`src/rtl/spi_burst_ram_if.sv`:
```
// SPI pin bundle for spi_burst_ram: frame select and serial data in from the
// master, serial data out and status flags back from the slave.
interface spi_burst_ram_if;
  logic SS_n;
  logic MOSI;
  logic MISO;
  logic busy;
  logic wr_strobe;
  logic par_err;

  modport master (output SS_n, MOSI, input MISO, busy, wr_strobe, par_err);
  modport slave  (input SS_n, MOSI, output MISO, busy, wr_strobe, par_err);
endinterface

```
`src/rtl/spi_burst_ram.sv`:
```
// SPI slave fronting an on-chip RAM with independent write/read pointers and burst transfers.
// Define SPI_BURST_RAM_PARITY_EN to add an even-parity bit after every word in both directions.
module spi_burst_ram #(
  parameter int ADDR_SIZE  = 8,
  parameter int MEM_DEPTH  = 256,
  parameter int DATA_WIDTH = 8
) (
  input logic           clk,
  input logic           rst_n,
  spi_burst_ram_if.slave bus
);

`ifdef SPI_BURST_RAM_PARITY_EN
  localparam int WORD_BITS = DATA_WIDTH + 1;
`else
  localparam int WORD_BITS = DATA_WIDTH;
`endif
  localparam int SW = (ADDR_SIZE > DATA_WIDTH) ? ADDR_SIZE : DATA_WIDTH;
  localparam int CW = $clog2(SW + 2);

  typedef enum logic [2:0] {IDLE, CMD, SET_WA, SET_RA, WRITE, RD_WAIT, READ} state_t;

  state_t                  state_q, state_d;
  logic [CW-1:0]           cnt_q, cnt_d;
  logic [SW-1:0]           sh_q, sh_d;
  logic [ADDR_SIZE-1:0]    wptr_q, wptr_d;
  logic [ADDR_SIZE-1:0]    rptr_q, rptr_d;
  logic [DATA_WIDTH-1:0]   out_q, out_d;
  logic                    rpar_q, rpar_d;
  logic                    miso_q, miso_d;
  logic                    busy_q, busy_d;
  logic                    wr_strobe_q, wr_strobe_d;
  logic [ADDR_SIZE-1:0]    waddr_q, waddr_d;
  logic [DATA_WIDTH-1:0]   wdata_q, wdata_d;
  logic                    ss_prev_q, ss_prev_d;

  logic [DATA_WIDTH-1:0]   mem [MEM_DEPTH];
  logic [DATA_WIDTH-1:0]   rd_word;
  logic [DATA_WIDTH-1:0]   word_in;
  logic                    word_ok;

  function automatic logic [ADDR_SIZE-1:0] ptr_inc(input logic [ADDR_SIZE-1:0] p);
    return (32'(p) == 32'(MEM_DEPTH - 1)) ? '0 : p + 1'b1;
  endfunction

  function automatic logic [ADDR_SIZE-1:0] ptr_wrap(input logic [ADDR_SIZE-1:0] a);
    return ADDR_SIZE'(32'(a) % 32'(MEM_DEPTH));
  endfunction

  assign rd_word = mem[rptr_q];

`ifdef SPI_BURST_RAM_PARITY_EN
  logic par_err_q, par_err_d;
  // Word bits are already in the shifter when the trailing parity bit arrives.
  assign word_in   = sh_q[DATA_WIDTH-1:0];
  assign word_ok   = ~(^sh_q[DATA_WIDTH-1:0] ^ bus.MOSI);
  assign par_err_d = par_err_q | (state_q == WRITE && !bus.SS_n &&
                                  cnt_q == CW'(WORD_BITS - 1) && !word_ok);
  always_ff @(posedge clk or negedge rst_n) begin
    if (!rst_n) par_err_q <= 1'b0;
    else        par_err_q <= par_err_d;
  end
  assign bus.par_err = par_err_q;
`else
  assign word_in     = sh_d[DATA_WIDTH-1:0];
  assign word_ok     = 1'b1;
  assign bus.par_err = 1'b0;
`endif

  always_comb begin
    state_d     = state_q;
    cnt_d       = cnt_q;
    sh_d        = {sh_q[SW-2:0], bus.MOSI};
    wptr_d      = wptr_q;
    rptr_d      = rptr_q;
    out_d       = out_q;
    rpar_d      = rpar_q;
    miso_d      = 1'b0;
    wr_strobe_d = 1'b0;
    waddr_d     = waddr_q;
    wdata_d     = wdata_q;
    ss_prev_d   = bus.SS_n;

    if (bus.SS_n) begin
      state_d = IDLE;
    end else begin
      case (state_q)
        // A frame starts only on a falling SS_n; address-load hold and
        // post-reset frames wait here until SS_n has been high.
        IDLE: if (ss_prev_q) state_d = CMD;
        CMD: begin
          cnt_d = '0;
          case ({sh_q[0], bus.MOSI})
            2'b00:   state_d = SET_WA;
            2'b01:   state_d = WRITE;
            2'b10:   state_d = SET_RA;
            default: state_d = RD_WAIT;
          endcase
        end
        SET_WA, SET_RA: begin
          cnt_d = cnt_q + 1'b1;
          if (cnt_q == CW'(ADDR_SIZE - 1)) begin
            if (state_q == SET_WA) wptr_d = ptr_wrap(sh_d[ADDR_SIZE-1:0]);
            else                   rptr_d = ptr_wrap(sh_d[ADDR_SIZE-1:0]);
            state_d = IDLE;
          end
        end
        WRITE: begin
          cnt_d = cnt_q + 1'b1;
          if (cnt_q == CW'(WORD_BITS - 1)) begin
            cnt_d = '0;
            if (word_ok) begin
              wr_strobe_d = 1'b1;
              waddr_d     = wptr_q;
              wdata_d     = word_in;
              wptr_d      = ptr_inc(wptr_q);
            end
          end
        end
        RD_WAIT: begin
          out_d   = rd_word;
          rpar_d  = ^rd_word;
          miso_d  = rd_word[DATA_WIDTH-1];
          rptr_d  = ptr_inc(rptr_q);
          cnt_d   = '0;
          state_d = READ;
        end
        READ: begin
          if (cnt_q == CW'(WORD_BITS - 1)) begin
            out_d  = rd_word;
            rpar_d = ^rd_word;
            miso_d = rd_word[DATA_WIDTH-1];
            rptr_d = ptr_inc(rptr_q);
            cnt_d  = '0;
          end else begin
            cnt_d  = cnt_q + 1'b1;
            out_d  = out_q << 1;
            miso_d = (cnt_q == CW'(DATA_WIDTH - 1)) ? rpar_q : out_q[DATA_WIDTH-2];
          end
        end
        default: state_d = IDLE;
      endcase
    end

    busy_d = (state_d != IDLE);
  end

  always_ff @(posedge clk or negedge rst_n) begin
    if (!rst_n) begin
      state_q     <= IDLE;
      cnt_q       <= '0;
      sh_q        <= '0;
      wptr_q      <= '0;
      rptr_q      <= '0;
      out_q       <= '0;
      rpar_q      <= 1'b0;
      miso_q      <= 1'b0;
      busy_q      <= 1'b0;
      wr_strobe_q <= 1'b0;
      waddr_q     <= '0;
      wdata_q     <= '0;
      ss_prev_q   <= 1'b0;
    end else begin
      state_q     <= state_d;
      cnt_q       <= cnt_d;
      sh_q        <= sh_d;
      wptr_q      <= wptr_d;
      rptr_q      <= rptr_d;
      out_q       <= out_d;
      rpar_q      <= rpar_d;
      miso_q      <= miso_d;
      busy_q      <= busy_d;
      wr_strobe_q <= wr_strobe_d;
      waddr_q     <= waddr_d;
      wdata_q     <= wdata_d;
      ss_prev_q   <= ss_prev_d;
    end
  end

  always_ff @(posedge clk) begin
    if (wr_strobe_q) mem[waddr_q] <= wdata_q;
  end

  assign bus.MISO      = miso_q;
  assign bus.busy      = busy_q;
  assign bus.wr_strobe = wr_strobe_q;

endmodule

```
`src/flat_wrapper.sv`:
```
// flat-port wrapper written by rule: the top's interface ports become plain ports
module spi_burst_ram_flat 
#(
  parameter int ADDR_SIZE  = 8,
  parameter int MEM_DEPTH  = 256,
  parameter int DATA_WIDTH = 8
)
  (clk, rst_n, bus_SS_n, bus_MOSI, bus_MISO, bus_busy, bus_wr_strobe, bus_par_err);
  spi_burst_ram_if bus_i ();
  input logic clk;
  input logic rst_n;
  input wire logic [$bits(bus_i.SS_n)-1:0] bus_SS_n;
  input wire logic [$bits(bus_i.MOSI)-1:0] bus_MOSI;
  output wire logic [$bits(bus_i.MISO)-1:0] bus_MISO;
  output wire logic [$bits(bus_i.busy)-1:0] bus_busy;
  output wire logic [$bits(bus_i.wr_strobe)-1:0] bus_wr_strobe;
  output wire logic [$bits(bus_i.par_err)-1:0] bus_par_err;
  assign bus_i.SS_n = bus_SS_n;
  assign bus_i.MOSI = bus_MOSI;
  assign bus_MISO = bus_i.MISO;
  assign bus_busy = bus_i.busy;
  assign bus_wr_strobe = bus_i.wr_strobe;
  assign bus_par_err = bus_i.par_err;
  spi_burst_ram #(.ADDR_SIZE(ADDR_SIZE), .MEM_DEPTH(MEM_DEPTH), .DATA_WIDTH(DATA_WIDTH)) u_core (.clk(clk), .rst_n(rst_n), .bus(bus_i));
endmodule
```
`config.mk`:
```
export PLATFORM = sky130hd
export DESIGN_NAME = spi_burst_ram_flat
export DESIGN_NICKNAME = d
export VERILOG_FILES = /design/src/rtl/spi_burst_ram_if.sv /design/src/rtl/spi_burst_ram.sv /design/src/flat_wrapper.sv
export SDC_FILE = /design/constraint.sdc
export NUM_CORES = 2
export LEC_CHECK = 0
export ABC_CLOCK_PERIOD_IN_PS = 5400
export BUFFER_PORTS_ARGS = -buffer_cell sky130_fd_sc_hd__buf_2
export CORE_MARGIN = 4
export CORE_UTILIZATION = 55
export CTS_CLUSTER_SIZE = 10
export DETAILED_ROUTE_END_ITERATION = 6
export GPL_ROUTABILITY_DRIVEN = 0
export PLACE_DENSITY = 0.69
export SETUP_SLACK_MARGIN = 0.05
export SKIP_LAST_GASP = 1
export SLEW_MARGIN = 40
export SYNTH_ARGS = -nofsm -noshare
export SYNTH_HDL_FRONTEND = slang
export SYNTH_SLANG_ARGS = --single-unit
```
`constraint.sdc`:
```
create_clock -name clk -period 5.4 [get_ports clk]
set_input_delay 0.54 -clock clk [delete_from_list [all_inputs] [get_ports clk]]
set_output_delay 0.54 -clock clk [all_outputs]
set_load 0.05 [all_outputs]
```
### Word-level counts from Yosys, hierarchy flattened

Memories as Yosys holds them, arrays and structs flattened.
Cells that the tools add are included.

* bits in registers: 57
* RAM bits: 2048
* output and inout port bits: 4
* input bits: 4
* word-level logic and storage cells: 75
* memories: 1

Memories
* u_core.mem: depth 256, width 8, read ports 1, clocked after Yosys merged registers in 0, write ports 1, line spi_burst_ram.sv:37 `logic [DATA_WIDTH-1:0] mem [MEM_DEPTH];`

* bitwise gates (word level): 1
* reduce and logical (&&, ||, !) cells: 15
* multiplexer cells: 27
* equal/unequal tests: 16
* add/subtract/negate cells: 3

Operators by type and width (count)
* 8-bit 2-to-1 mux: 8
* 8-bit case mux with 3 select lines: 1
* 8-bit by 1-bit adder with 8-bit output, second input constant: 2
* 8-bit == test, second input constant: 2
* 8-bit case mux with 2 select lines: 1
* 3-bit case mux with 5 select lines: 1
* 7-bit case mux with 2 select lines: 1
* 4-bit case mux with 3 select lines: 1
* 5-bit AND reduction: 2
* 3-bit == test, second input constant: 3
* 3-bit 2-to-1 mux: 3
* 3-bit case mux with 3 select lines: 1
* 3-bit nonzero test: 3
* 2-bit by 1-bit inequality test with 1-bit output, second input constant: 4
* 1-bit 2-to-1 mux: 7
* 7-bit 2-to-1 mux: 1
* 3-bit by 2-bit == test with 1-bit output, second input constant: 2
* 2-bit OR reduction: 3
* 4-bit by 1-bit adder with 4-bit output, second input constant: 1
* 4-bit by 3-bit == test with 1-bit output, second input constant: 1
* 4-bit 2-to-1 mux: 1
* 2-bit AND reduction: 2
* 2-bit nonzero test: 2
* 3-bit by 1-bit == test with 1-bit output, second input constant: 1
* 8 further kinds: 8

### Longest topological paths before layout

* depth in word-level cells: 5
* gate-level depth with buffers: 13
* depth with buffers taken out: 8

### Worst setup path before layout

Ideal clock, no wire load.

* path kind: flip-flop to flip-flop
* start point: reg u_core.wdata_q[0]
* end point: mem u_core.mem[0][0] (data pin)
* setup slack: 1.413 ns
* required time: 4.596 ns
* setup time: 0.804 ns
* cell stages (with the launch flop): 1
* arrival time: 3.183 ns
* period minus slack after synthesis: 3.987 ns
* buffers on the path: 0
* path through: dfrtp_1

RTL lines
* start, declared: line spi_burst_ram.sv:34 `logic [DATA_WIDTH-1:0] wdata_q, wdata_d;`
* start signal, assigned: line spi_burst_ram.sv:175 `wdata_q <= wdata_d;`
* end, declared: line spi_burst_ram.sv:37

Straight into the memory's write port.

### Worst setup path after layout

* start point: reg u_core.rptr_q[0]
* end point: reg u_core.miso_q (netlist: u_core.bus.MISO)

* cells in the longest elaborated chain, start to end: 4

RTL lines
* start, declared: line spi_burst_ram.sv:27 `logic [ADDR_SIZE-1:0] rptr_q, rptr_d;`
* start signal, assigned: line spi_burst_ram.sv:168 `rptr_q <= rptr_d;`
* memory 256 x 8 bit (*)
* 1-bit 2-to-1 mux: line spi_burst_ram.sv:129 `if (cnt_q == CW'(WORD_BITS - 1)) begin`
* 1-bit case mux with 2 select lines (*): line spi_burst_ram.sv:87 `case (state_q)`
* 1-bit 2-to-1 mux (*): line spi_burst_ram.sv:84 `if (bus.SS_n) begin`
* via u_core.miso_d: line spi_burst_ram.sv:30 `logic miso_q, miso_d;`
* end signal, assigned: line spi_burst_ram.sv:171 `miso_q <= miso_d;`
* end, declared: line spi_burst_ram.sv:30

Mark *: on every way through the listed nets, which the timed path passes. The rest lies on a longest branch.
A chain may end at the register's enable or synchronous reset.

==> flow_metrics.tcl <==
set metrics [dict create \
    status "finished, final reports clean" \
    via_per_inst 6.86 \
    final-setup-viol-count 0 \
    grt_pass1_wl_um 309000 \
    initial_core_util 0.555 \
    drv_slew 0 \
    dr.first_iter.drc_count 6510 \
    clockRootBuffer "clkbuf_16" \
    r2r_cells 9 \
    die_h_um 395 \
    clockBufferDepth 3 \
    yosysTopAreaCellShare 0.747 \
    wl_per_cell_um 34.5 \
    htree_levels 4 \
    fin_skew_ns 0.0465 \
    synth_fp_nets 4111 \
    grt_max_degree 169 \
    max_freq_mhz 249 \
    die_w_um 395 \
    crit_type "reg -> reg" \
    required_ns 6.15 \
    reg2reg_to "u_core.bus.MISO$_DFF_PN0_" \
    grt_antenna_before_repair 8 \
    synth.avg_cell_area_um2 20.1 \
    hp-class "in -> async" \
    max_stage_delay_ns 0.75 \
    hold_viol 0 \
    num_vias 42585 \
    cts_tree "done" \
    nFillCells 10034 \
    register_area_um2 63000 \
    boundaryPins 8 \
    yosysWarnings 0 \
    firstDrtPassIters 7 \
    worst_slew_pin_slew_ns 0.950 \
    crit_path_top_delay_cell "dfrtp_4" \
    drc 0 \
    ys_ff_latch 2105 \
    worstSetupEndpointType "flip-flop" \
    core_area_um2 148000 \
    mappedNetlistArea_um2 82300 \
    grt_overflow 0 \
    portBuffers 6 \
    cp-start-kind "flip-flop" \
    power.leakage_nw 28.9 \
    netlist_top_cells_area "edfxtp_1 75%, mux4_2 12%, mux2i_1 2.5%, dfrtp_1 1.7%, nor2_1 1.5%" \
    synthDistinctLibCells 67 \
    crit_arrival_ns 4.76 \
    power.density_nw_per_um2 452 \
    fin_crit_sh 0.743 \
    max-slew-margin-rel 0.364 \
    ys.flop_type "edfxtp_1" \
    ctsResizeCount 0 \
    placed_cells 5887 \
    stdcell_count 6206 \
    period_needed_ns 4.01 \
    yosysSeqAreaShare 0.764 \
    ant_nets 0 \
    path_clk_slew_ns 0.06 \
    cp_max_fo 38 \
    syn_inst 4104 \
    drive_gt1_frac 0.235 \
    grt_setup_unrepaired "no" \
    cts.sinks 2105 \
    numCtsBuffers 229 \
    crit-reg2reg-launch "u_core.rptr_q[0]$_DFFE_PN0P_" \
    multi_input_area_um2 18400 \
    grt_pass1_vias 41756 \
    peakVddDrop_mv 0.412 \
    r2r_setup_slack_ns 1.39 \
    core.rowCount 141 \
    synth_edf_count 2048 \
    clk_latency_ns 0.87 \
    maxCapViolCount 0 \
    die_area_um2 156000 \
    dp_hpwl_um 126000 \
    drt-total-wl_um 214000 \
    final_nets 4198 \
    path_cells "buf_12 > buf_4 > mux4_2 > and2_1 > a211oi_1 > a31oi_1 > a311oi_1 > a31o_2 > o31ai_1" \
    synth_top_area_cell "edfxtp_1" \
    synth-async-reset-ratio 0.0271 \
    area_delta_synth_final_pct 11.1 \
    gr-usage-all-layers 0.276 \
    fin_setup_tns_ns 0 \
]
what timing repair did:
action / CTS / global route
endpoints found under the hold margin: 62 / 0
setup buffers: 0 / 0
hold buffers: 3 / 0
stage by stage:
step | utilization | instance area, um^2 | worst slack [ns] | hold slack (ns) | total power, W
6_report | 0.617 | 91500 | 1.39 | 0.271 | 0.0414
5_1_grt | 0.617 | 91500 | 1.19 | 0.325 | 0.0426
2_1_floorplan | - | 82300 | 1.41 | 0.244 | 0.0249
3_5_place_dp | 0.573 | 84900 | 1.43 | 0.457 | 0.0279
3_3_place_gp | 0.570 | 84400 | 1.25 | 0.463 | 0.0277
4_1_cts | 0.616 | 91300 | 1.43 | 0.353 | 0.0414
sequential cells by signal, indices dropped and copies added, names as in the netlist:
signal,flops
u_core.sh_q,7
u_core.bus.wr_strobe,1
u_core.waddr_q,8
u_core.mem,2048
u_core.ss_prev_q,1
u_core.state_q,3
u_core.wptr_q,8
u_core.rptr_q,8
u_core.wdata_q,8
u_core.bus.busy,1
u_core.out_q,7
u_core.bus.MISO,1
u_core.cnt_q,4
worst max-delay path by stage:
stage | end | cells past startpoint | startpoint | slack, ns
final | u_core.bus.MISO$_DFF_PN0_ | 9 | u_core.rptr_q[0]$_DFFE_PN0P_ | 1.39
after global routing | u_core.bus.MISO$_DFF_PN0_ | 9 | u_core.rptr_q[0]$_DFFE_PN0P_ | 1.19
after CTS | u_core.bus.MISO$_DFF_PN0_ | 9 | u_core.rptr_q[0]$_DFFE_PN0P_ | 1.43
after detailed placement | u_core.bus.MISO$_DFF_PN0_ | 9 | u_core.rptr_q[0]$_DFFE_PN0P_ | 1.43
after global placement | u_core.bus.MISO$_DFF_PN0_ | 8 | u_core.rptr_q[0]$_DFFE_PN0P_ | 1.25
after floorplan | u_core.mem[0][0]$_DFFE_PP_ | 0 | u_core.wdata_q[0]$_DFFE_PN0P_ | 1.41
cell usage after synthesis, types with 35 or more instances:
master	n
a21oi_1	65
mux2i_1	203
dfrtp_1	57
clkbuf_1	115
mux4_2	444
nand2_1	139
nor2_1	326
edfxtp_1	2048
o22ai_1	62
buf_2	74
o21ai_0	75
nand3_1	45
a211oi_1	35
worst max-delay path, delay by kind of cell, from the launching register on:
family,cells,cell delay [ns]
compound gates,5,1.43
buf+inv,2,0.94
flops,1,0.75
mux,1,0.57
simple gates,1,0.17
cells in the final DEF, fill, tap and decap left out, types with 9 or more instances in the layout:
master / instances
nor4_1: 15
a2111oi_0: 14
o221ai_1: 26
nor3_1: 17
a31oi_1: 9
mux2_2: 16
a211oi_1: 33
o21ai_0: 74
nand2b_1: 10
clkbuf_1: 69
a22oi_1: 34
buf_4: 67
buf_12: 30
nand3_1: 36
clkbuf_16: 231
edfxtp_1: 2048
a22o_1: 23
a21oi_1: 65
mux4_2: 444
dfrtp_4: 13
nand2_1: 137
a221oi_1: 25
inv_1: 13
nor2_2: 142
o211ai_1: 12
mux2i_1: 203
nand4_1: 11
dfrtp_1: 43
o22ai_1: 62
nor2b_1: 27
nor2_1: 183
cell families (layout without fill, tap and decap cells):
logic type	count (synthesis)	count (layout)	synth area share
AO/OA/AOI/OAI	428	428	0.0357
buffers and inverters	269	440	0.0175
AND/OR/NAND/NOR	633	633	0.0333
flip-flops	2105	2105	0.764
XOR/XNOR	2	2	0.000213
adder cells (fa/ha/maj)	3	3	0.000456
multiplexers	663	663	0.148
other	1	2	0.0000456
power breakdown:
group	internal (W)	switching [W]	total (W)	leakage, nW
clock	0.00772	0.00602	0.0137	3.06
combinational	0.00341	0.00531	0.00873	5.85
sequential	0.0185	0.000439	0.0189	20.0
total	0.0296	0.0118	0.0414	28.9
layer usage:
| layer | wire [um] | up-vias | global-route usage |
|---|---|---|---|
| met5 | 52 | - | 0 |
| met3 | 24400 | 474 | 0.0621 |
| met4 | 9280 | 8 | 0.118 |
| met2 | 98800 | 2727 | 0.407 |
| li1 | - | 17031 | - |
| met1 | 81600 | 22345 | 0.403 |
final cells by class:
class / instances / area share
Inverter: 14 / 0.000602
Clock buffer: 300 / 0.0660
Multi-Input combinational cell: 1730 / 0.202
Antenna cell: 1 / 0.0000274
Clock inverter: 15 / 0.00354
Sequential cell: 2105 / 0.688
Tap cell: 1930 / 0.0264
Timing Repair Buffer: 111 / 0.0135
Power figures use the tool's default switching activity.
